**config.mk**
```make
export PLATFORM = sky130hd
export DESIGN_NAME = mux_scan_ctrl
export DESIGN_NICKNAME = d
export VERILOG_FILES = /design/src/rtl/mux_scan_ctrl.sv
export SDC_FILE = /design/constraint.sdc
export NUM_CORES = 1
export LEC_CHECK = 0
export BUFFER_PORTS_ARGS = -buffer_cell sky130_fd_sc_hd__buf_2
export CORE_MARGIN = 2
export CORE_UTILIZATION = 54
export CTS_CLUSTER_SIZE = 10
export DETAILED_ROUTE_END_ITERATION = 7
export PLACE_DENSITY = 0.88
export SETUP_SLACK_MARGIN = 0.5
export SLEW_MARGIN = 20
export SYNTH_ARGS = -nofsm -noshare
export SYNTH_HDL_FRONTEND = slang
export SYNTH_SLANG_ARGS = --single-unit
```
**constraint.sdc**
```tcl
create_clock -name clk -period 1.97 [get_ports clk]
set_input_delay 0.197 -clock clk [delete_from_list [all_inputs] [get_ports clk]]
set_output_delay 0.197 -clock clk [all_outputs]
set_load 0.02 [all_outputs]
```
**src/rtl/mux_scan_ctrl.sv**
```systemverilog
// mux_scan_ctrl: steps a 4:1 bit mux through its enabled channels with a programmable settle
// time, assembles a 4-bit frame and hands it off over valid/ready. Optional MUX_SCAN_PARITY_EN adds frame_par.
module mux_scan_ctrl #(
    parameter int DWELL_W = 4
) (
    input  logic               clk,
    input  logic               rst_n,
    input  logic               start,
    input  logic               cont,
    input  logic [DWELL_W-1:0] dwell,
    input  logic [3:0]         ch_mask,
    input  logic               mux_in,
    output logic [1:0]         sel,
    output logic [3:0]         frame,
    output logic               frame_valid,
    input  logic               frame_ready,
    output logic               busy,
    output logic               overrun
`ifdef MUX_SCAN_PARITY_EN
    ,
    output logic               frame_par
`endif
);

    typedef enum logic {IDLE, SETTLE} state_t;

    localparam logic [DWELL_W-1:0] CNT_ONE = DWELL_W'(1);

    state_t             state_reg, state_next;
    logic [DWELL_W-1:0] dwell_q, dwell_q_next;
    logic [3:0]         mask_q, mask_q_next;
    logic [DWELL_W-1:0] cnt_reg, cnt_next;
    logic [1:0]         sel_reg, sel_next;
    logic [3:0]         shadow_reg, shadow_next;
    logic [3:0]         frame_reg, frame_next;
    logic               valid_reg, valid_next;
    logic               overrun_reg, overrun_next;
    logic               par_reg, par_next;
    logic [3:0]         above;
    logic [3:0]         candidate;
    logic               load;

    // Lowest set bit of a channel mask; callers guarantee the mask is non-zero.
    function automatic logic [1:0] lowest_ch(input logic [3:0] m);
        logic [1:0] idx;
        idx = 2'd0;
        for (int i = 3; i >= 0; i--) begin
            if (m[i]) idx = 2'(i);
        end
        return idx;
    endfunction

    // Enabled channels strictly above the current one; empty means this slot ends the scan.
    genvar gi;
    generate
        for (gi = 0; gi < 4; gi++) begin : g_above
            localparam logic [1:0] CH = 2'(gi);
            assign above[gi] = mask_q[gi] && (CH > sel_reg);
        end
    endgenerate

    always_comb begin
        state_next   = state_reg;
        dwell_q_next = dwell_q;
        mask_q_next  = mask_q;
        cnt_next     = cnt_reg;
        sel_next     = sel_reg;
        shadow_next  = shadow_reg;
        frame_next   = frame_reg;
        valid_next   = valid_reg;
        overrun_next = overrun_reg;
        par_next     = par_reg;
        load         = 1'b0;
        candidate    = shadow_reg;
        candidate[sel_reg] = mux_in;

        if (valid_reg && frame_ready) valid_next = 1'b0;

        case (state_reg)
            IDLE: begin
                if (start && (ch_mask != 4'd0)) begin
                    state_next   = SETTLE;
                    dwell_q_next = dwell;
                    mask_q_next  = ch_mask;
                    sel_next     = lowest_ch(ch_mask);
                    cnt_next     = '0;
                    shadow_next  = 4'd0;
                    overrun_next = 1'b0;
                end
            end
            SETTLE: begin
                if (cnt_reg == dwell_q) begin
                    cnt_next = '0;
                    shadow_next[sel_reg] = mux_in;
                    if (above != 4'd0) begin
                        sel_next = lowest_ch(above);
                    end else begin
                        load = !valid_reg || frame_ready;
                        if (load) begin
                            frame_next = candidate;
                            valid_next = 1'b1;
                            par_next   = ^candidate;
                        end else begin
                            overrun_next = 1'b1;
                        end
                        if (cont) begin
                            sel_next    = lowest_ch(mask_q);
                            shadow_next = 4'd0;
                        end else begin
                            state_next = IDLE;
                            sel_next   = 2'd0;
                        end
                    end
                end else begin
                    cnt_next = cnt_reg + CNT_ONE;
                end
            end
            default: begin
                state_next = IDLE;
                sel_next   = 2'd0;
            end
        endcase
    end

    always_ff @(posedge clk or negedge rst_n) begin
        if (!rst_n) begin
            state_reg   <= IDLE;
            dwell_q     <= '0;
            mask_q      <= 4'd0;
            cnt_reg     <= '0;
            sel_reg     <= 2'd0;
            shadow_reg  <= 4'd0;
            frame_reg   <= 4'd0;
            valid_reg   <= 1'b0;
            overrun_reg <= 1'b0;
            par_reg     <= 1'b0;
        end else begin
            state_reg   <= state_next;
            dwell_q     <= dwell_q_next;
            mask_q      <= mask_q_next;
            cnt_reg     <= cnt_next;
            sel_reg     <= sel_next;
            shadow_reg  <= shadow_next;
            frame_reg   <= frame_next;
            valid_reg   <= valid_next;
            overrun_reg <= overrun_next;
            par_reg     <= par_next;
        end
    end

    assign sel         = sel_reg;
    assign frame       = frame_reg;
    assign frame_valid = valid_reg;
    assign busy        = (state_reg != IDLE);
    assign overrun     = overrun_reg;

`ifdef MUX_SCAN_PARITY_EN
    assign frame_par = par_reg;
`else
    logic unused_par;
    assign unused_par = par_reg;
`endif

endmodule
```
After elaboration in Yosys (flattened, before gate mapping)
Cells that the tools add are included.
- flip-flop bits (word level): 25
- bits in latches: 0
- RAM bits: 0
- ROM bits: 0
- input bits: 14
- output and inout port bits: 9
- memories: 0
- add/subtract/negate cells: 1
- multipliers: 0
- divide/modulo/power cells: 0
- $lt $le $gt $ge: 6
- equality and inequality tests: 5
- shift-type cells: 0
- multiplexer cells: 42
- bitwise gates (word level): 2
- reduce and logical (&&, ||, !) cells: 15
- operator list (kind ; number):
    2-bit 2-to-1 mux ; 16
    4-bit 2-to-1 mux ; 5
    4-bit case mux with 2 select lines ; 2
    1-bit 2-to-1 mux ; 14
    4-bit AND reduction ; 2
    4-bit nonzero test ; 2
    1-bit logical AND ; 7
    2-bit != test (second input constant) ; 3
    4-bit by 1-bit adder with 4-bit output (second input constant) ; 1
    4-bit bitwise mux ; 1
    4-bit == test ; 1
    1-bit by 2-bit > comparator with 1-bit output (first input constant) ; 2
    2-bit > comparator (first input constant) ; 2
    1-bit case mux with 2 select lines ; 2
    2-bit case mux with 2 select lines ; 1
    2-bit AND reduction ; 2
    2-bit by 3-bit less-than comparator with 1-bit output (second input constant) ; 1
    1-bit demux with 2-bit select ; 1
    2-bit by 1-bit greater-or-equal comparator with 1-bit output (second input constant) ; 1
    2-bit by 1-bit != test with 1-bit output (second input constant) ; 1
    1-bit NOT ; 2
    1-bit logical NOT ; 1
    1-bit logical OR ; 1

Longest topological paths before layout
Gate-level depths: netlist of run 1.
- depth after elaboration: 9
- gate-level depth with buffers: 7
- mapped depth without buffers: 5

Worst setup path after synthesis of run 1
OpenSTA, ideal clock, no wires.
- path type: register -> register
- from: register cnt_reg[1]
- to: register sel_reg[1], in the netlist sel[1]
- setup time: 0.118 ns
- data arrival time: 1.535 ns
- data required time: 1.852 ns
- path slack: 0.317 ns
- cell stages (with the launch flop): 6
- buffers on the path: 1
- period minus slack after synthesis: 1.653 ns
- cell sequence: dfrtp_1 xor2_1 o41a_1 or2_0 buf_6 a21o_1
- word-level cells in the longest chain between the ends: 3
- RTL lines (element ; RTL line ; source):
    from (decl) ; 32 ; logic [DWELL_W-1:0] cnt_reg, cnt_next;
    from (signal assigned) ; 141 ; cnt_reg <= cnt_next;
    4-bit == test ; 92 ; if (cnt_reg == dwell_q) begin
    2-bit by 1-bit != test with 1-bit output (no source line) ; - ;
    2-bit AND reduction (no source line) ; - ;
    to (signal assigned) ; 142 ; sel_reg <= sel_next;
    to (decl) ; 33 ; logic [1:0] sel_reg, sel_next;
Every way passes these cells.
A chain may end at the register's enable or synchronous reset.

Final worst setup path of run 1
- from: register cnt_reg[0]
- to: register frame_reg[3], in the netlist frame[3]
- word-level cells in the longest chain between the ends: 2
- RTL lines (element ; RTL line ; source):
    4-bit == test ; 92 ;
    4-bit AND reduction (no source line) ; - ;
    to (signal assigned) ; 144 ; frame_reg <= frame_next;
    to (decl) ; 35 ; logic [3:0] frame_reg, frame_next;
Every way passes these cells.

==> results.py, run 1 <==
metrics = {
    "clocking": {
        "cts_buffers": 3,
        "clkTransAtPathRegs_ps": 140,
        "clkSinkCount": 25,
        "root_buffer": "clkbuf_4",
        "clockBufferDepth": 2,
        "h-tree-depth": 1,
        "cts_tree": "yes",
        "clk_latency_ps": 320,
    },
    "sta": {
        "hold_violations": 0,
        "grt_setup_unrepaired": "yes",
        "tns_ps": 0,
        "max_slew.worst_pin.slew_ps": 549.1,
        "setup-violations-final": 0,
        "fin_skew_ps": 10.04,
        "maxSlewViolCount": 0,
        "slew_headroom_pct": 63.39,
        "fin_ws_ps": 162.0,
        "fin_crit_ps": 1808,
        "fmax_ghz": 0.5531,
        "post-route-period-util_pct": 91.78,
    },
    "global_route": {
        "track_usage_pct": 22.33,
        "grt_pass1_vias": 1022,
        "grt_max_degree": 26,
        "overflow": 0,
        "grt_pass1_wl_mm": 4.367,
        "antenna_found_initial": 0,
    },
    "critical_path": {
        "reg2reg_from": "cnt_reg[0]",
        "r2r_end": "frame[3]",
        "cp.arrival_ps": 2050,
        "cp-endpoint": "frame[3]",
        "critPathKind": "flip-flop to flip-flop",
        "required_ps": 2210,
        "cp-start-kind": "flip-flop",
        "crit_fanout": 4,
        "r2r_slack_ps": 160,
        "end_kind": "flip-flop",
        "reg2reg_depth": 6,
        "startpoint": "cnt_reg[0]",
    },
    "synthesis": {
        "synth_top_family_by_area": "compound AO/OA/AOI/OAI gates",
        "synthSimpleGateAreaFrac_pct": 13.37,
        "synth-compound-area-share_pct": 14.27,
        "synth_fp_nets": 131,
        "synth_area_um2": 1245,
        "syn_area_per_cell_um2": 10.73,
        "synth-xor-area-share_pct": 3.518,
        "synth_cell_types": 34,
        "synth_cells": 116,
        "synth_fa_ha_area_share_pct": 1.005,
        "yosysWarningCount": 0,
        "ys_seq_area_share_pct": 50.25,
        "synth.area.mux_share_pct": 13.67,
        "synth_top_area_cell": "dfrtp_1",
        "synth_top_area_share_pct": 50.25,
        "yosys-top-cells-area": "dfrtp_1 (50%), mux2_2 (7.2%), mux2i_1 (6.4%), o21ai_0 (4.4%), nand2_1 (3.0%)",
        "ys_ff_latch": 25,
    },
    "placed_design": {
        "place_ws_ps": 2.234,
        "gp_congestion": 0.9267,
        "hpwl_mm": 1.838,
        "port_buffers": 22,
    },
    "layout": {
        "syn_to_final_growth_pct": 24.62,
        "final_common_cell": "dfrtp_1",
        "final_cell_mix": "dfrtp_1 (24), buf_2 (22), buf_4 (12), nand2_1 (9)",
        "nets": 168,
        "drive_above_1_share_pct": 38.82,
        "postLayoutCoreUtil_pct": 70.82,
        "diodes": 0,
    },
    "routing": {
        "ant_nets": 0,
        "num_vias": 1007,
        "wl_per_cell_um": 15.66,
        "routed_via_density": 5.594,
        "drt_wl_total_mm": 2.819,
        "first_iter_violations": 26,
        "drcViolationCount": 0,
        "firstDrtPassIters": 4,
    },
    "die": {
        "pin_count": 23,
        "die_area_um2": 2706,
        "die_y_um": 52.02,
        "core-area_um2": 2191,
        "fp-row-count": 17,
        "start_util_pct": 56.82,
        "die_width_um": 52.02,
    },
    "status": {
        "status": "completed",
    },
    "power": {
        "powerDensity_nw_per_um2": 1627,
        "p_leak_uw": 0.0007300,
        "ir_worst_vdd_mv": 1.088,
    },
    "hold_path": {
        "hp-class": "input pin to flip-flop",
    },
    "flow_run": {
        "maxCapViolCount": 0,
    },
}
per-stage QoR:
stage / hold WS (ps) / area (um^2) / std cells / power (uW)
CTS: 97.03 / 1505 / 178 / 2366
detailed placement: 206.4 / 1396 / 166 / 1977
floorplan: -98.59 / 1249 / 116 / 1710
global placement: 203.7 / 1396 / 166 / 1899
finish: 93.32 / 1551 / 180 / 2524
global route: 79.79 / 1551 / 180 / 2681
per-layer routing:
metal  part of all wire, %  vias up  wire length (um)  global-route usage, %
met2                    55       23              1555                  40.51
met3                   3.2        4                91                  5.172
met1                    41      503              1143                  24.57
met4                  0.99        0                28                  9.649
met5                     0        -                 0                      0
li1                      -      477                 -                      -
where the power goes:
group	switching, uW	internal [uW]	leakage [uW]
logic	703	644	0.000399
registers	212	737	0.000313
clock network	152	76.0	0.0000177
how the worst min path moves through the flow:
stage | start | endpoint | slack (ps) | depth (start not counted)
6_report | dwell[3] | dwell_q[3] | 90 | 2
5_1_grt | dwell[2] | dwell_q[2] | 80 | 2
4_1_cts | dwell[3] | dwell_q[3] | 100 | 2
3_5_place_dp | rst_n | frame[1] | 210 | 1
3_3_place_gp | rst_n | frame[1] | 200 | 1
2_1_floorplan | rst_n | busy | -100 | 0
cells by family (layout without fill, tap and decap cells):
logic type,after synthesis,count (layout)
AO/OA/AOI/OAI,26,26
XOR/XNOR,5,5
adder cells (fa/ha/maj),1,1
buffers and inverters,10,46
flip-flops,25,25
multiplexers,16,16
AND/OR/NAND/NOR,33,33
final cells by class:
type	instances	area [um^2]
clock buffer	3	22.52
clock inverter	1	5.005
fill	157	639.4
inverter	6	22.52
multi-input combinational	81	618.1
sequential	25	626.9
tap	28	35.03
timing repair buffer	36	221.5
synthesized netlist by cell type:
| cell | count |
|---|---|
| o221ai_1 | 1 |
| a22o_1 | 2 |
| clkbuf_1 | 2 |
| o2111ai_1 | 1 |
| dfrtp_1 | 25 |
| nand3b_1 | 1 |
| nor2_1 | 6 |
| or2_0 | 1 |
| ha_1 | 1 |
| mux2_2 | 8 |
| nand3_1 | 3 |
| nor3_1 | 1 |
| or3b_2 | 1 |
| o41ai_2 | 1 |
| nand2b_1 | 2 |
| xor2_1 | 4 |
| nand2_1 | 10 |
| buf_4 | 1 |
| a21oi_2 | 1 |
| nor4_1 | 1 |
| mux2i_1 | 8 |
| o211ai_1 | 2 |
| xnor2_1 | 1 |
| and2b_1 | 1 |
| a21oi_1 | 2 |
| buf_6 | 1 |
| o21bai_1 | 1 |
| a31oi_1 | 1 |
| inv_1 | 6 |
| o21ai_0 | 11 |
| a21o_1 | 1 |
| o41a_1 | 1 |
| nor2b_1 | 6 |
| o21ai_1 | 1 |
timing repair:
action / CTS / global route
endpoints found under the hold margin: 25 / 0
gates cloned: 0 / 0
setup buffers: 7 / 2
resized for setup: 8 / 6
pin swaps: 4 / 5
endpoints found under the setup margin: 15 / 24
hold buffers: 1 / 0
critical path, cell delays in order (launching register included):
cell	delay [ps]
dfrtp_2	460
xor2_2	220
nor4_4	350
o2111ai_2	200
nor2b_1	150
buf_4	160
mux2i_1	200
Power figures use the tool's default switching activity.
==> run 2, diff against run 1 <==
CORE_UTILIZATION = 33   (was 54)
PLACE_DENSITY = 0.62   (was 0.88)
==> run 2 against run 1 <==
Against the previous run:
- hold slack better by 68 ps
- count of clock-buffer cells in the layout increased by 1
- critical path type unchanged
- non-clock buffer count increased by 2
- design area up 4.0%
==> results.py, run 2 (synthesized netlist as in run 1, its figures left out) <==
metrics = {
    "power": {
        "p_int_uw": 1564,
        "pwr-share-clk_pct": 11.4,
        "switching_power_uw": 1024,
        "switching_share_pct": 39.58,
        "powerDensity_nw_per_um2": 1603,
        "ir_worst_vdd_mv": 0.7268,
        "p_leak_uw": 0.0007582,
        "combPwrFrac_pct": 52.8,
        "pwr-share-seq_pct": 35.7,
    },
    "routing": {
        "ant_nets": 0,
        "wl_per_cell_um": 13.12,
        "routed_via_density": 4.926,
        "drt_wl_total_mm": 2.650,
        "drcViolationCount": 0,
        "first_iter_violations": 20,
        "num_vias": 995,
        "firstDrtPassIters": 4,
    },
    "critical_path": {
        "cp.arrival_ps": 1890,
        "cp-start-kind": "flip-flop",
        "startpoint": "cnt_reg[2]",
        "reg2reg_depth": 7,
        "path_cells": "xor2_1 > nor4_2 > buf_4 > o2111ai_4 > nor2b_1 > buf_4 > mux2i_1",
        "cp_slowest_cell": "dfrtp_1",
        "cp-endpoint": "frame[3]",
        "crit_top_cell": "buf_4",
        "end_kind": "flip-flop",
        "reg2reg_from": "cnt_reg[2]",
        "r2r_slack_ps": 260,
        "critPathKind": "flip-flop to flip-flop",
        "crit_fanout": 4,
        "critPathMaxStageDelay_ps": 400,
        "required_ps": 2150,
        "r2r_end": "frame[3]",
    },
    "sta": {
        "grt_setup_unrepaired": "yes",
        "fin_ws_ps": 260.9,
        "slew_headroom_pct": 62.71,
        "fmax_ghz": 0.5851,
        "fin_crit_ps": 1709,
        "fin_skew_ps": 5.382,
        "maxSlewViolCount": 0,
        "hold_violations": 0,
        "setup-violations-final": 0,
        "whs_ps": 161.3,
        "tns_ps": 0,
        "max_slew.worst_pin.slew_ps": 559.3,
        "post-route-period-util_pct": 86.76,
    },
    "placed_design": {
        "port_buffers": 22,
        "place_ws_ps": 78.52,
        "dpl-instance-area_um2": 1421,
        "gp_congestion": 0.7894,
        "hpwl_mm": 1.879,
    },
    "global_route": {
        "grt_pass1_wl_mm": 4.388,
        "grt_max_degree": 26,
        "overflow": 0,
        "track_usage_pct": 13.25,
        "grt_pass1_vias": 1026,
        "antenna_found_initial": 0,
    },
    "layout": {
        "final_cell_mix": "dfrtp_1 (25), buf_2 (22), buf_4 (14), nand2_1 (9), mux2i_1 (8)",
        "nets": 170,
        "final_common_cell": "dfrtp_1",
        "postLayoutCoreUtil_pct": 44.42,
        "drive_above_1_share_pct": 38.96,
        "fin_area_um2": 1614,
        "syn_to_final_growth_pct": 29.65,
        "diodes": 0,
    },
    "clocking": {
        "root_buffer": "clkbuf_8",
        "clockBufferDepth": 2,
        "cts_buffers": 3,
        "h-tree-depth": 1,
        "clkSinkCount": 25,
        "clkTransAtPathRegs_ps": 90,
        "cts_tree": "yes",
        "clk_latency_ps": 260,
    },
    "status": {
        "status": "completed",
    },
    "die": {
        "die_area_um2": 4280,
        "core-area_um2": 3633,
        "die_width_um": 65.42,
        "die_y_um": 65.42,
        "start_util_pct": 34.26,
        "pin_count": 23,
        "fp-row-count": 22,
    },
    "hold_path": {
        "hold_depth": 2,
        "hp-class": "input pin to flip-flop",
    },
    "flow_run": {
        "maxCapViolCount": 0,
    },
}
## run 2: cell types whose count changed in the layout (fill, tap and decap cells not counted), moves of 2 or more
cell,before,now
xor2_1,2,4
xor2_2,2,0
buf_4,12,14
o21ai_2,1,3
clkbuf_4,3,0
clkbuf_8,0,3
o21ai_1,7,5
## run 2: power by group through the flow
| stage | logic, uW | registers (uW) | clock network [uW] |
|---|---|---|---|
| 5_1_grt | 1490 | 960 | 332 |
| 4_1_cts | 1220 | 916 | 308 |
| 2_1_floorplan | 736 | 974 | 0 |
| 3_3_place_gp | 988 | 930 | 0 |
| 6_report | 1370 | 925 | 296 |
| 3_5_place_dp | 1030 | 942 | 0 |
## run 2: area by class of cell
cell class,instances,area (um^2)
clock buffer,4,45.04
fill,359,2019
inverter,6,22.52
multi-input combinational,81,624.3
sequential,25,625.6
tap,48,60.06
timing repair buffer,38,236.5
## run 2: layer usage
layer	track usage, %	share of wire [%]	vias to the layer above
li1	-	-	484
met5	0	0	-
met1	15.64	42	487
met4	3.385	1.0	0
met3	2.568	3.5	4
met2	24.49	53	20
## run 2: how the worst min path moves through the flow
| stage | from | slack, ps | end |
|---|---|---|---|
| finish | dwell[3] | 160 | dwell_q[3] |
| global route | dwell[3] | 150 | dwell_q[3] |
| CTS | dwell[3] | 160 | dwell_q[3] |
| detailed placement | rst_n | 220 | frame[1] |
| global placement | rst_n | 210 | frame[1] |
| floorplan | rst_n | -100 | busy |
## run 2: critical path, delay by kind of cell (launching register included)
family                 cells  cell delay [ps]
multiplexers               1              190
AND/OR/NAND/NOR            2              410
buffers and inverters      2              320
XOR/XNOR                   1              190
flip-flops                 1              400
AO/OA/AOI/OAI              1              120
## run 2: repair_timing
item | CTS | global route
hold endpoints to repair | 25 | 0
pin swaps | 8 | 4
hold buffers | 1 | 0
buffers inserted | 8 | 3
endpoints found under the setup margin | 15 | 23
resized for setup | 10 | 6
## run 2: stage by stage
stage                     total power [uW]  instances
final                                 2588        202
after global routing                  2782        202
after detailed placement              1967        186
after global placement                1918        186
after CTS                             2445        199
after floorplan                       1710        116
